File: src/rtl/fwd_hazard_unit.sv
// Forwarding and hazard unit for the semiMIPS 5-stage pipeline.
// Selects ALU operand sources (EX/MEM, MEM/WB, or a one-cycle WB history
// entry), forwards store data, and detects load-use and mul/div hazards.
// It also tracks mul/div occupancy and keeps a saturating count of stall cycles.
module fwd_hazard_unit #(
    parameter int REGADDR_W  = 5,
    parameter int DATA_W     = 32,
    parameter int NUM_SRC    = 2,
    parameter int MULDIV_LAT = 4,
    parameter int STALLCNT_W = 16
) (
    input  logic                           clk,
    input  logic                           rst_n,
    input  logic [NUM_SRC*REGADDR_W-1:0]   idex_src,
    input  logic [NUM_SRC*REGADDR_W-1:0]   ifid_src,
    input  logic [NUM_SRC-1:0]             ifid_src_used,
    input  logic [REGADDR_W-1:0]           idex_dst,
    input  logic                           idex_memrd,
    input  logic                           exmemregwr,
    input  logic [REGADDR_W-1:0]           exmemregmuxout,
    input  logic [REGADDR_W-1:0]           exmemrt,
    input  logic                           exmemmemwr,
    input  logic                           memwbregwr,
    input  logic [REGADDR_W-1:0]           memwbregmuxout,
    input  logic [DATA_W-1:0]              memwb_data,
    input  logic                           md_start,
    input  logic                           ifid_mdread,
    input  logic                           ifid_mdstart,
    output logic [2*NUM_SRC-1:0]           aluforward,
    output logic [DATA_W-1:0]              hist_data,
    output logic                           memdata,
    output logic                           stall,
    output logic                           bubble,
    output logic                           md_busy,
    output logic                           md_err,
    output logic [STALLCNT_W-1:0]          stall_cnt
);

    localparam int MDW = $clog2(MULDIV_LAT + 1);

    logic                 hist_valid;
    logic [REGADDR_W-1:0] hist_addr;
    logic [MDW-1:0]       md_cnt;
    logic                 ld_haz;
    logic                 md_haz;
    logic [REGADDR_W-1:0] fwd_src;
    logic [REGADDR_W-1:0] ld_src;

    // Per-source operand select; youngest matching producer wins, r0 never forwarded
    always_comb begin
        aluforward = '0;
        fwd_src    = '0;
        for (int unsigned i = 0; i < NUM_SRC; i++) begin
            fwd_src = idex_src[i*REGADDR_W +: REGADDR_W];
            if (fwd_src == '0)
                aluforward[2*i +: 2] = 2'b00;
            else if (exmemregwr && exmemregmuxout == fwd_src)
                aluforward[2*i +: 2] = 2'b10;
            else if (memwbregwr && memwbregmuxout == fwd_src)
                aluforward[2*i +: 2] = 2'b01;
            else if (hist_valid && hist_addr == fwd_src)
                aluforward[2*i +: 2] = 2'b11;
            else
                aluforward[2*i +: 2] = 2'b00;
        end
    end

    // Store data comes from MEM/WB when it is writing the store's rt
    always_comb begin
        memdata = exmemmemwr && (exmemrt != '0) && memwbregwr
                  && (memwbregmuxout == exmemrt);
    end

    // Load-use: an IF/ID operand that is actually read depends on the load in ID/EX
    always_comb begin
        ld_haz = 1'b0;
        ld_src = '0;
        for (int unsigned i = 0; i < NUM_SRC; i++) begin
            ld_src = ifid_src[i*REGADDR_W +: REGADDR_W];
            if (ifid_src_used[i] && ld_src == idex_dst)
                ld_haz = 1'b1;
        end
        ld_haz = ld_haz && idex_memrd && (idex_dst != '0);
    end

    // Mul/div hazard and combined stall/bubble
    always_comb begin
        md_busy = (md_cnt != '0);
        md_haz  = md_busy && (ifid_mdread || ifid_mdstart);
        stall   = ld_haz || md_haz;
        bubble  = ld_haz || md_haz;
    end

    // One-cycle WB history entry covering regfile read-before-write; ignores stall
    always_ff @(posedge clk or negedge rst_n) begin
        if (!rst_n) begin
            hist_valid <= 1'b0;
            hist_addr  <= '0;
            hist_data  <= '0;
        end else begin
            hist_valid <= memwbregwr && (memwbregmuxout != '0);
            hist_addr  <= memwbregmuxout;
            hist_data  <= memwb_data;
        end
    end

    // Mul/div occupancy counter with sticky overlap error
    always_ff @(posedge clk or negedge rst_n) begin
        if (!rst_n) begin
            md_cnt <= '0;
            md_err <= 1'b0;
        end else begin
            if (md_start) begin
                md_cnt <= MDW'(MULDIV_LAT);
                if (md_busy)
                    md_err <= 1'b1;
            end else if (md_cnt != '0) begin
                md_cnt <= md_cnt - 1'b1;
            end
        end
    end

    // Saturating stall-cycle counter
    always_ff @(posedge clk or negedge rst_n) begin
        if (!rst_n)
            stall_cnt <= '0;
        else if (stall && stall_cnt != '1)
            stall_cnt <= stall_cnt + 1'b1;
    end

endmodule
File: config.mk
export PLATFORM = sky130hd
export DESIGN_NAME = fwd_hazard_unit
export DESIGN_NICKNAME = d
export VERILOG_FILES = /design/src/rtl/fwd_hazard_unit.sv
export SDC_FILE = /design/constraint.sdc
export NUM_CORES = 1
export LEC_CHECK = 0
export BUFFER_PORTS_ARGS = -buffer_cell sky130_fd_sc_hd__buf_2
export CORE_ASPECT_RATIO = 0.9
export CORE_MARGIN = 1
export CORE_UTILIZATION = 45
export DETAILED_ROUTE_END_ITERATION = 6
export PLACE_DENSITY = 0.8
export SLEW_MARGIN = 20
export SYNTH_ARGS = -nofsm -noshare
export SYNTH_HDL_FRONTEND = slang
export SYNTH_SLANG_ARGS = --single-unit
export TNS_END_PERCENT = 30
File: constraint.sdc
create_clock -name clk -period 2.1 [get_ports clk]
set_input_delay 0.315 -clock clk [delete_from_list [all_inputs] [get_ports clk]]
set_output_delay 0.315 -clock clk [all_outputs]
set_load 0.1 [all_outputs]
# ---- Word-level counts from Yosys, hierarchy flattened
# Index checks and enable logic that the tools add are counted.
dict set report op_classes {
  mux 12
  add_sub_neg 2
  n_eq_ne 10
  n_reduce_logical 26
}
# op count
set op_table {}
lappend op_table {{$eq A5 B5 Y1} 9}
lappend op_table {{$add A16 B1 Y16 const B} 1}
lappend op_table {{$logic_and A1 B1 Y1} 16}
lappend op_table {{$mux W2} 8}
lappend op_table {{$ne A16 B16 Y1 const B} 1}
lappend op_table {{$reduce_bool A5 Y1} 3}
lappend op_table {{$logic_not A5 Y1} 2}
lappend op_table {{$mux W3} 2}
lappend op_table {{$reduce_bool A3 Y1} 1}
lappend op_table {{$sub A3 B1 Y3 const B} 1}
lappend op_table {{$logic_or A1 B1 Y1} 2}
lappend op_table {{$mux W1} 2}
lappend op_table {{$reduce_and A2 Y1} 1}
lappend op_table {{$reduce_bool A2 Y1} 1}
dict set report totals {
  ff_bits 58
  inputBits 83
  out_inout_bits 57
  elab_cells 56
}

# ---- Longest topological paths before layout
# Gate-level depths: netlist (run 1).
dict set report logic_depth {
  ltp_word 8
  mapped_depth 9
  depth_no_buf 7
}

# ---- Worst setup path before layout (run 1)
# OpenSTA, ideal clock, no wires.
dict set report synth_timing {
  path_type {register to output}
  startpoint {register md_cnt[0]}
  endpoint {output port stall}
  arrival_time_ns 3.169
  path_buffers 3
  setup_slack_ns -1.384
  stages_incl_launch_ff 10
  t_required_ns 1.785
  path_cell_list {dfrtp_1 > inv_1 > ha_1 > nand2b_1 > clkbuf_1 > o21a_1 > a31oi_4 > buf_6 > inv_1 > buf_4}
}
dict set report synth_between {
  elab_chain_cells 3
}
# element line_no
set synth_lines {}
lappend synth_lines {{from (decl)} 43} ;# logic [MDW-1:0] md_cnt;
lappend synth_lines {{from (signal assigned)} 114} ;# md_cnt <= MDW'(MULDIV_LAT);
lappend synth_lines {{from (signal assigned)} 118} ;# md_cnt <= md_cnt - 1'b1;
lappend synth_lines {{$reduce_bool A3 Y1} 88} ;# md_busy = (md_cnt != '0);
lappend synth_lines {{net md_busy} 34} ;# output logic md_busy,
lappend synth_lines {{$logic_and A1 B1 Y1} 89} ;# md_haz = md_busy && (ifid_mdread || ifid_mdstart);
lappend synth_lines {{$logic_or A1 B1 Y1} -}
lappend synth_lines {{to (decl)} 32} ;# output logic stall,
# The timed path passes the listed nets, and every way through them passes these cells.

# ---- Final worst setup path (run 1)
dict set report layout_timing {
  startpoint {register hist_addr[2]}
  endpoint {output port aluforward[0]}
}
dict set report layout_between {
  elab_chain_cells 6
}
# element line_no
set layout_lines {}
lappend layout_lines {{from (decl)} 42} ;# logic [REGADDR_W-1:0] hist_addr;
lappend layout_lines {{from (signal assigned)} 102} ;# hist_addr <= memwbregmuxout;
lappend layout_lines {{$eq A5 B5 Y1} 61} ;# else if (hist_valid && hist_addr == fwd_src)
lappend layout_lines {{$logic_and A1 B1 Y1} 61}
lappend layout_lines {{$mux W2} 61}
lappend layout_lines {{$mux W2} 59} ;# else if (memwbregwr && memwbregmuxout == fwd_src)
lappend layout_lines {{$mux W2} 57} ;# else if (exmemregwr && exmemregmuxout == fwd_src)
lappend layout_lines {{$mux W2} 55} ;# if (fwd_src == '0)
lappend layout_lines {{to (decl)} 29} ;# output logic [2*NUM_SRC-1:0] aluforward,
# No other way between the ends.

==> results of run 1 <==
[stage by stage]
| step | instances | hold slack (ns) | area [um2] | utilization (%) |
|---|---|---|---|---|
| 4_1_cts | 448 | 0.0664 | 3840 | 67.4 |
| 6_report | 448 | 0.0868 | 3840 | 67.5 |
| 3_3_place_gp | 431 | 0.333 | 3640 | 64.0 |
| 3_5_place_dp | 431 | 0.338 | 3640 | 64.0 |
| 5_1_grt | 448 | 0.0636 | 3840 | 67.5 |
| 2_1_floorplan | 218 | 0.0194 | 2750 | - |
[synthesized netlist by cell type]
master / count
a211oi_1: 1
a21o_1: 1
a21oi_1: 4
a31oi_1: 2
a31oi_4: 1
and3_1: 5
and4_1: 1
buf_4: 2
buf_6: 1
clkbuf_1: 1
dfrtp_1: 58
ha_1: 3
inv_1: 8
mux2_2: 2
nand2_1: 10
nand2b_1: 1
nand3_1: 8
nand4_1: 4
nand4_4: 1
nor2_1: 8
nor2_4: 1
nor3_1: 6
nor3_2: 7
nor3_4: 1
nor3b_1: 2
nor3b_2: 1
nor4_1: 7
nor4_2: 2
nor4b_2: 1
o2111ai_1: 1
o21a_1: 2
o21ai_0: 1
o22ai_2: 1
o31ai_1: 1
or3_1: 1
or4_1: 3
xnor2_1: 22
xor2_1: 36
[power by group through the flow]
stage	Sequential [W]	Clock [W]	Combinational, W
2_1_floorplan	0.00215	0	0.000628
3_3_place_gp	0.00141	0	0.00170
3_5_place_dp	0.00141	0	0.00174
4_1_cts	0.00140	0.000938	0.00175
5_1_grt	0.00142	0.000988	0.00183
6_report	0.00140	0.000900	0.00174
[kinds of logic (layout without fill, tap and decap cells)]
family / Yosys count / in the layout / synth area share, %
adder cells (fa/ha/maj): 3 / 3 / 1.41
flip-flops: 58 / 58 / 54.5
XOR/XNOR: 58 / 58 / 19.1
AO/OA/AOI/OAI: 15 / 15 / 4.41
buffers and inverters: 12 / 172 / 2.25
AND/OR/NAND/NOR: 70 / 70 / 17.6
multiplexers: 2 / 2 / 0.845
[metal layers]
layer / vias to the layer above / wire, um / track usage, %
li1: 1058 / - / -
met1: 1053 / 2560 / 25.7
met2: 95 / 3270 / 37.4
met3: 9 / 412 / 5.92
met4: 0 / 68 / 7.28
met5: - / 0 / 0
[cell usage in the layout, fill, tap and decap left out, types with 8 or more instances in the layout]
| cell | count |
|---|---|
| buf_2 | 132 |
| dfrtp_1 | 51 |
| xor2_1 | 36 |
| xnor2_1 | 22 |
| clkbuf_8 | 11 |
| nand2_1 | 10 |
| nand3_1 | 8 |
| buf_12 | 8 |
| buf_4 | 8 |
[sequential cells by signal (all words and copies together), names as in the netlist]
name	cells
hist_valid	1
stall_cnt	16
md_cnt	3
hist_data	32
hist_addr	5
md_err	1
[cell type report]
type	count	area, um2
fillers	437	1850
flip-flops and latches	58	1460
multi-input cells	148	1190
repair buffers	149	891
clock buffers	11	151
well taps	70	87.6
inverters	8	33.8
clock inverters	4	27.5
[path summary, 6_finish.rpt]
check	slack [ns]	cells past startpoint	from	endpoint
setup reg to reg	0.21	9	md_cnt[0]$_DFFE_PN0P_	stall_cnt[5]$_DFFE_PN0P_
min in group asynchronous	0.51	3	rst_n	stall_cnt[12]$_DFFE_PN0P_
setup / recovery	-0.12	6	hist_addr[2]$_DFF_PN0_	aluforward[0]
max in group asynchronous	1.32	3	rst_n	hist_data[19]$_DFF_PN0_
hold / removal	0.09	1	memwb_data[22]	hist_data[22]$_DFF_PN0_
hold reg to reg	0.47	1	md_err$_DFFE_PN0P_	md_err$_DFFE_PN0P_
[timing repair]
| item | CTS | global route |
|---|---|---|
| pin swaps | 3 | 0 |
| gates resized for setup | 0 | 1 |
| endpoints found under the hold margin | 58 | 0 |
| setup endpoints to repair | 6 | 6 |
| buffers inserted | 1 | 0 |
| hold buffers | 1 | 0 |
==> results.py, run 1 <==
metrics = {
    "worst_setup_path": {
        "timing.critical_path.buf_inv": 1,
        "timing.critical_path.required_ns": 1.78,
        "worstPathCellList": "xor2_1 > nor4_1 > and3_1 > a31oi_1 > nor3_4 > buf_12",
        "cp.arrival_ns": 1.90,
        "critical_path.top_delay_family": "simple AND/OR/NAND/NOR gates",
        "setup.worst_path.class": "flop to output pin",
        "cp_slowest_cell": "dfrtp_1",
        "crit_path_end_kind": "output pin",
        "slowest_delay_ns": 0.40,
        "timing.critical_path.fanout_max": 2,
        "start_kind": "flop",
    },
    "flow_run": {
        "cap_violations": 0,
    },
    "route": {
        "drt.antenna.violating_nets": 0,
        "route.detailed.vias_per_inst": 4.94,
        "detailroute.via_count": 2215,
        "wire_per_inst_um": 14.1,
        "first_iter_violations": 60,
        "drcViolationCount": 0,
        "route.final.wire_length_mm": 6.30,
        "firstDrtPassIters": 4,
    },
    "power_and_ir_drop": {
        "power.sequential.fraction_pct": 34.6,
        "power.switching_fraction_pct": 46.4,
        "p_per_area_nw_per_um2": 1050,
        "report.power.total_w": 0.00404,
        "clockPowerShare_pct": 22.3,
        "comb_power_share_pct": 43.1,
        "vdd_drop_max_v": 0.00208,
        "p_int_w": 0.00217,
        "total_switching_power_w": 0.00187,
        "static-leakage-power_nw": 1.90,
    },
    "die": {
        "design.die.area_um2": 6230,
        "floorplan.initialDensity_pct": 46.8,
        "die_h_um": 75.0,
        "die_width_um": 83.1,
        "core-area_um2": 5690,
        "core.rowCount": 26,
        "floorplan.io_pins": 140,
    },
    "timing": {
        "setup_viol": 4,
        "fmax_ghz": 0.451,
        "period_minus_slack_ns": 2.22,
        "timing.max_slew.rel_slack_pct": 64.3,
        "timing.final.ws_setup_ns": -0.117,
        "totalNegativeSetupSlack_ns": -0.316,
        "finalHoldViolCount": 0,
        "grt_setup_unrepaired": "yes",
        "clock_skews_ns": 0.00564,
        "period_share_pct": 106,
        "final-max-slew-violation-count": 0,
        "worst-slew-pin-transition_ns": 0.531,
    },
    "place": {
        "detailedPlacementHpwl_mm": 4.97,
        "port-buffer-count": 139,
        "pre_cts_slack_ns": -0.00234,
        "finalWeightedCongestion": 0.809,
    },
    "synth": {
        "synth_top_cells_by_area": "dfrtp_1 54%, xor2_1 12%, xnor2_1 7.2%",
        "synth.net_count": 304,
        "synthesis.area_per_instance_um2": 12.2,
        "synth_area_leader_cell": "dfrtp_1",
        "yosys.cell_types.count": 38,
        "netlist_instances": 218,
        "ys_warn_count": 0,
        "synth_seq_cells": 58,
        "seq_area_frac_synth_pct": 54.5,
        "netlist.area_leader.share_pct": 54.5,
        "syn_area_um2": 2670,
    },
    "layout": {
        "final_net_count": 460,
        "antenna-diode-count": 0,
        "fraction_of_final_layout_cells_with_drive_strength_greater_than_1_pct": 51.1,
        "layout-area-overhead-vs-synth_pct": 44.1,
    },
    "run_status": {
        "failed_checks": "negative setup slack",
        "status": "finished, violations left",
    },
    "global_route": {
        "pin_count_of_the_biggest_net_entering_global_routing": 59,
        "grt_util_all_layers_pct": 21.2,
        "grt_antenna_before_repair": 0,
        "grt_overflow": 0,
        "grt_pass1_vias": 2087,
        "wire_length_of_the_first_global_routing_pass_mm": 9.93,
    },
    "clocking": {
        "clock_path_buffers": 2,
        "numCtsBuffers": 9,
        "numClockSinks": 58,
        "cts_tree": "yes",
        "clock_tree.root_cell": "clkbuf_8",
        "h_tree_levels": 3,
        "cts.reportedPaths.clkPinSlew_ns": 0.06,
        "worstSkewPairLatency_ns": 0.33,
    },
    "worst_hold_path": {
        "hold_class": "primary input to flop",
    },
}
(Power assumes the default switching activity.)
==> run 2: changes to the inputs <==
--- a/config.mk
+++ b/config.mk
@@ -7,10 +7,10 @@
 export LEC_CHECK = 0
 export BUFFER_PORTS_ARGS = -buffer_cell sky130_fd_sc_hd__buf_2
 export CORE_ASPECT_RATIO = 0.9
-export CORE_MARGIN = 1
-export CORE_UTILIZATION = 45
+export CORE_MARGIN = 4
+export CORE_UTILIZATION = 48
 export DETAILED_ROUTE_END_ITERATION = 6
-export PLACE_DENSITY = 0.8
+export PLACE_DENSITY = 0.91
 export SLEW_MARGIN = 20
 export SYNTH_ARGS = -nofsm -noshare
 export SYNTH_HDL_FRONTEND = slang
==> constraint.sdc (replaced) <==
create_clock -name clk -period 2.8 [get_ports clk]
set_input_delay 0.42 -clock clk [delete_from_list [all_inputs] [get_ports clk]]
set_output_delay 0.42 -clock clk [all_outputs]
set_load 0.1 [all_outputs]
==> results.py, run 2 (synthesis results as in run 1) <==
metrics = {
    "worst_setup_path": {
        "timing.critical_path.fanout_max": 2,
        "cp_slowest_cell": "buf_2",
        "setup.worst_path.class": "flop to output pin",
        "slowest_delay_ns": 0.46,
        "crit_path_end_kind": "output pin",
        "start_kind": "flop",
        "timing.critical_path.required_ns": 2.38,
        "cp-startpoint": "hist_addr[3]$_DFF_PN0_",
        "critical_path.endpoint": "aluforward[0]",
        "worstPathCellList": "xor2_1 > nor4_1 > and3_1 > a31oi_1 > nor3_1 > buf_2",
        "rr_endpoint": "stall_cnt[10]$_DFFE_PN0P_",
        "start_of_the_worst_register_to_register_path": "stall_cnt[0]$_DFFE_PN0P_",
        "worstRegToRegCells": 7,
        "r2r_slack_ns": 0.72,
        "cp.arrival_ns": 2.06,
    },
    "die": {
        "core.rowCount": 25,
        "die_width_um": 86.5,
        "die_h_um": 78.7,
        "core-area_um2": 5320,
        "floorplan.io_pins": 140,
        "design.die.area_um2": 6810,
        "floorplan.initialDensity_pct": 50.1,
    },
    "clocking": {
        "clock_tree.root_cell": "clkbuf_8",
        "worstSkewPairLatency_ns": 0.33,
        "numClockSinks": 58,
        "post_cts_resize_count": 0,
        "numCtsBuffers": 9,
        "cts_tree": "yes",
        "cts.reportedPaths.clkPinSlew_ns": 0.07,
        "h_tree_levels": 3,
        "cts_hold_repair.buffers": 0,
        "post_cts.repair.setup_buffers": 0,
        "clock_path_buffers": 2,
    },
    "global_route": {
        "grt_pass1_vias": 2369,
        "grt_util_all_layers_pct": 21.3,
        "pin_count_of_the_biggest_net_entering_global_routing": 36,
        "grt_overflow": 0,
        "grt_antenna_before_repair": 0,
        "wire_length_of_the_first_global_routing_pass_mm": 11.2,
    },
    "route": {
        "wire_per_inst_um": 15.5,
        "topRoutingLayerUsed": "met4",
        "met2_length_mm": 3.66,
        "firstDrtPassIters": 4,
        "wl_met3_um": 619,
        "drt.antenna.violating_nets": 0,
        "first_iter_violations": 47,
        "wl_met1_mm": 2.48,
        "detailroute.via_count": 2232,
        "route.detailed.vias_per_inst": 5.08,
        "route.final.wire_length_mm": 6.83,
        "drcViolationCount": 0,
    },
    "timing": {
        "worst-slew-pin-transition_ns": 0.595,
        "finalHoldViolCount": 0,
        "setup_viol": 0,
        "finalHoldWorstSlack_ns": 0.0536,
        "fmax_ghz": 0.403,
        "clock_skews_ns": 0.00756,
        "period_minus_slack_ns": 2.48,
        "timing.max_slew.rel_slack_pct": 60.0,
        "grt_setup_unrepaired": "no",
        "timing.final.ws_setup_ns": 0.317,
        "period_share_pct": 88.7,
        "final-max-slew-violation-count": 0,
    },
    "layout": {
        "antenna-diode-count": 0,
        "area.sequential_um2": 1450,
        "max_flop_register": "hist_data",
        "largest_registers": "hist_data x32, stall_cnt x16, hist_addr x5",
        "fill_cell_count": 427,
        "largest_reg_flops": 32,
        "layout-area-overhead-vs-synth_pct": 38.6,
        "most_common_cell_after_layout_fill_and_taps_aside": "buf_2",
        "multi_input_comb_area_um2": 1160,
        "final_net_count": 453,
        "fraction_of_final_layout_cells_with_drive_strength_greater_than_1_pct": 47.6,
        "most-common-layout-cells": "139 x buf_2, 58 x dfrtp_1, 36 x xor2_1",
    },
    "power_and_ir_drop": {
        "p_per_area_nw_per_um2": 877,
        "static-leakage-power_nw": 1.87,
        "power.switching_fraction_pct": 43.9,
        "comb_power_share_pct": 38.6,
        "clockPowerShare_pct": 29.5,
        "p_int_w": 0.00182,
        "total_switching_power_w": 0.00142,
        "power.sequential.fraction_pct": 31.9,
        "vdd_drop_max_v": 0.000801,
        "report.power.total_w": 0.00324,
    },
    "place": {
        "detailedPlacementHpwl_mm": 5.40,
        "port-buffer-count": 139,
        "finalWeightedCongestion": 0.810,
        "pre_cts_slack_ns": 0.486,
    },
    "run_status": {
        "status": "complete, no violations",
    },
    "flow_run": {
        "cap_violations": 0,
    },
    "worst_hold_path": {
        "hold_class": "primary input to async pin",
    },
}
==> run 2: routing by layer <==
layer | global-route usage (%) | up-vias
li1 | - | 1043
met1 | 23.7 | 1079
met2 | 38.8 | 99
met3 | 6.33 | 11
met4 | 6.39 | 0
met5 | 0 | -
==> run 2: metrics by stage <==
step / instances / cell area (um2) / setup TNS, ns / util, %
6_report: 439 / 3690 / 0 / 69.5
5_1_grt: 439 / 3690 / 0 / 69.5
4_1_cts: 439 / 3690 / 0 / 69.5
2_1_floorplan: 218 / 2670 / -1.53 / -
3_3_place_gp: 423 / 3440 / 0 / 64.7
3_5_place_dp: 423 / 3440 / 0 / 64.7
==> run 2: area by class of cell <==
| cell class | count | share of cell area, % |
|---|---|---|
| Clock inverter | 6 | 3.08 |
| Inverter | 8 | 0.813 |
| Timing Repair Buffer | 142 | 19.4 |
| Multi-Input combinational cell | 148 | 31.4 |
| Tap cell | 67 | 2.27 |
| Clock buffer | 10 | 3.73 |
| Sequential cell | 58 | 39.3 |
==> run 2: worst max-delay path: cells and delay by family, from the launching register on <==
| kind | cells | cell delay (ns) |
|---|---|---|
| AND/OR/NAND/NOR | 3 | 0.63 |
| buffers and inverters | 1 | 0.46 |
| flip-flops | 1 | 0.42 |
| XOR/XNOR | 1 | 0.18 |
| AO/OA/AOI/OAI | 1 | 0.05 |
==> run 2: worst min-delay path by stage <==
| stage | endpoint | slack (ns) | cells after the start |
|---|---|---|---|
| floorplan | hist_addr[0]$_DFF_PN0_ | 0.12 | 0 |
| global placement | stall_cnt[12]$_DFFE_PN0P_ | 0.42 | 1 |
| CTS | stall_cnt[12]$_DFFE_PN0P_ | 0.06 | 1 |
| detailed placement | stall_cnt[12]$_DFFE_PN0P_ | 0.43 | 1 |
| global route | stall_cnt[13]$_DFFE_PN0P_ | 0.08 | 1 |
| finish | stall_cnt[13]$_DFFE_PN0P_ | 0.05 | 1 |
==> run 2: power groups by stage <==
| stage | combinational (W) | clock, W | sequential, W |
|---|---|---|---|
| 2_1_floorplan | 0.000426 | 0 | 0.00161 |
| 3_3_place_gp | 0.00123 | 0 | 0.00104 |
| 3_5_place_dp | 0.00126 | 0 | 0.00105 |
| 4_1_cts | 0.00126 | 0.000977 | 0.00103 |
| 5_1_grt | 0.00132 | 0.00103 | 0.00105 |
| 6_report | 0.00125 | 0.000954 | 0.00103 |
==> run 3: changes to the inputs <==
--- a/config.mk
+++ b/config.mk
@@ -6,11 +6,13 @@
 export NUM_CORES = 1
 export LEC_CHECK = 0
 export BUFFER_PORTS_ARGS = -buffer_cell sky130_fd_sc_hd__buf_2
+export CELL_PAD_IN_SITES_DETAIL_PLACEMENT = 1
+export CELL_PAD_IN_SITES_GLOBAL_PLACEMENT = 2
 export CORE_ASPECT_RATIO = 0.9
 export CORE_MARGIN = 4
-export CORE_UTILIZATION = 48
+export CORE_UTILIZATION = 29
 export DETAILED_ROUTE_END_ITERATION = 6
-export PLACE_DENSITY = 0.91
+export PLACE_DENSITY = 0.92
 export SLEW_MARGIN = 20
 export SYNTH_ARGS = -nofsm -noshare
 export SYNTH_HDL_FRONTEND = slang
==> results.py, run 3 (synthesis results as in run 1) <==
metrics = {
    "route": {
        "drcViolationCount": 0,
        "firstDrtPassIters": 4,
        "route.final.wire_length_mm": 7.61,
        "drt.antenna.violating_nets": 0,
        "first_iter_violations": 47,
        "detailroute.via_count": 2228,
        "route.detailed.vias_per_inst": 4.52,
        "wire_per_inst_um": 15.4,
    },
    "worst_setup_path": {
        "cp.arrival_ns": 2.15,
        "crit_path_end_kind": "output pin",
        "cp_slowest_cell": "buf_2",
        "setup.worst_path.class": "flop to output pin",
        "timing.critical_path.fanout_max": 2,
        "start_kind": "flop",
        "worstPathCellList": "xor2_1 > nor4_1 > and3_1 > a31oi_1 > nor3_1 > buf_2",
        "timing.critical_path.required_ns": 2.38,
        "slowest_delay_ns": 0.45,
    },
    "place": {
        "placed_cells_incl_taps": 477,
        "finalWeightedCongestion": 0.793,
        "pre_cts_slack_ns": 0.269,
        "port-buffer-count": 139,
        "detailedPlacementHpwl_mm": 6.21,
    },
    "die": {
        "core.rowCount": 32,
        "die_h_um": 98.9,
        "floorplan.initialDensity_pct": 30.4,
        "floorplan.io_pins": 140,
        "core-area_um2": 8770,
        "design.die.area_um2": 10800,
        "die_width_um": 109,
    },
    "clocking": {
        "clock_path_buffers": 2,
        "cts_hold_repair.buffers": 0,
        "worstSkewPairLatency_ns": 0.33,
        "cts.reportedPaths.clkPinSlew_ns": 0.08,
        "post_cts_resize_count": 0,
        "h_tree_levels": 3,
        "clock_tree.root_cell": "clkbuf_8",
        "numCtsBuffers": 9,
        "post_cts.repair.setup_buffers": 0,
        "numClockSinks": 58,
        "cts_tree": "yes",
    },
    "flow_run": {
        "cap_violations": 0,
    },
    "power_and_ir_drop": {
        "vdd_drop_max_v": 0.000701,
        "report.power.total_w": 0.00316,
        "static-leakage-power_nw": 1.87,
        "p_per_area_nw_per_um2": 843,
    },
    "timing": {
        "grt_setup_unrepaired": "no",
        "timing.max_slew.rel_slack_pct": 56.4,
        "fmax_ghz": 0.389,
        "finalHoldViolCount": 0,
        "period_share_pct": 91.9,
        "finalHoldWorstSlack_ns": 0.0729,
        "final-max-slew-violation-count": 0,
        "period_minus_slack_ns": 2.57,
        "setup_viol": 0,
        "worst-slew-pin-transition_ns": 0.649,
        "timing.final.ws_setup_ns": 0.228,
        "clock_skews_ns": 0.0152,
    },
    "global_route": {
        "grt_pass1_vias": 2543,
        "grt_util_all_layers_pct": 14.5,
        "gr-max-usage-layer": "met2",
        "global_route.usage.met3_pct": 5.24,
        "wire_length_of_the_first_global_routing_pass_mm": 12.2,
        "grtUsageMet2_pct": 26.4,
        "grt_antenna_before_repair": 0,
        "pin_count_of_the_biggest_net_entering_global_routing": 24,
        "grt_overflow": 0,
        "grt.met1_usage_pct": 15.6,
    },
    "layout": {
        "most-common-layout-cells": "139 x buf_2, 58 x dfrtp_1, 36 x xor2_1",
        "final_net_count": 455,
        "fraction_of_final_layout_cells_with_drive_strength_greater_than_1_pct": 47.9,
        "max_flop_register": "hist_data",
        "fill_cell_count": 1026,
        "largest_registers": "hist_data x32, stall_cnt x16, hist_addr x5",
        "largest_reg_flops": 32,
        "finalNonFillerCells": 493,
        "antenna-diode-count": 0,
        "most_common_cell_after_layout_fill_and_taps_aside": "buf_2",
        "layout-area-overhead-vs-synth_pct": 40.6,
    },
    "worst_hold_path": {
        "hold_class": "primary input to async pin",
    },
    "run_status": {
        "status": "complete, no violations",
    },
}
run 3: where the power goes:
group	total, W	switching, W	internal, W
Clock	0.000873	0.000365	0.000508
Sequential	0.00103	0.0000920	0.000941
Combinational	0.00125	0.000993	0.000260
Total	0.00316	0.00145	0.00171
run 3: layer usage:
metal / wire [um] / vias to the layer above
met5: 0 / -
met4: 72 / 0
met3: 674 / 9
met2: 3990 / 88
met1: 2870 / 1077
li1: - / 1054
run 3: area by class of cell:
cell class	count	area (um2)	share of cell area, %
timing repair buffer	144	733	19.6
sequential	58	1450	38.7
inverter	8	30.0	0.801
clock inverter	7	101	2.70
multi-input combinational	148	1160	30.9
clock buffer	9	124	3.31
tap	119	149	3.97
run 3: through the flow:
stage	area (um2)	TNS [ns]	utilization [%]
finish	3750	0	42.7
global placement	3520	0	40.2
global route	3750	0	42.7
detailed placement	3520	0	40.2
floorplan	2670	-1.53	-
CTS	3750	0	42.7
run 3: path summary, 6_finish.rpt:
check,start,endpoint,slack (ns),cells after the start
max reg2reg,stall_cnt[0]$_DFFE_PN0P_,stall_cnt[10]$_DFFE_PN0P_,0.73,7
min reg2reg,md_err$_DFFE_PN0P_,md_err$_DFFE_PN0P_,0.46,1
max in group asynchronous,rst_n,hist_data[27]$_DFF_PN0_,2.05,2
min in group clk,memwb_data[30],hist_data[30]$_DFF_PN0_,0.19,1
max,hist_addr[2]$_DFF_PN0_,aluforward[0],0.23,6
min,rst_n,stall_cnt[10]$_DFFE_PN0P_,0.07,1
run 3: critical path: cells and delay by family (launching register included):
family	cells	cell delay, ns
AO/OA/AOI/OAI	1	0.05
XOR/XNOR	1	0.17
buffers and inverters	1	0.45
flip-flops	1	0.41
AND/OR/NAND/NOR	3	0.74
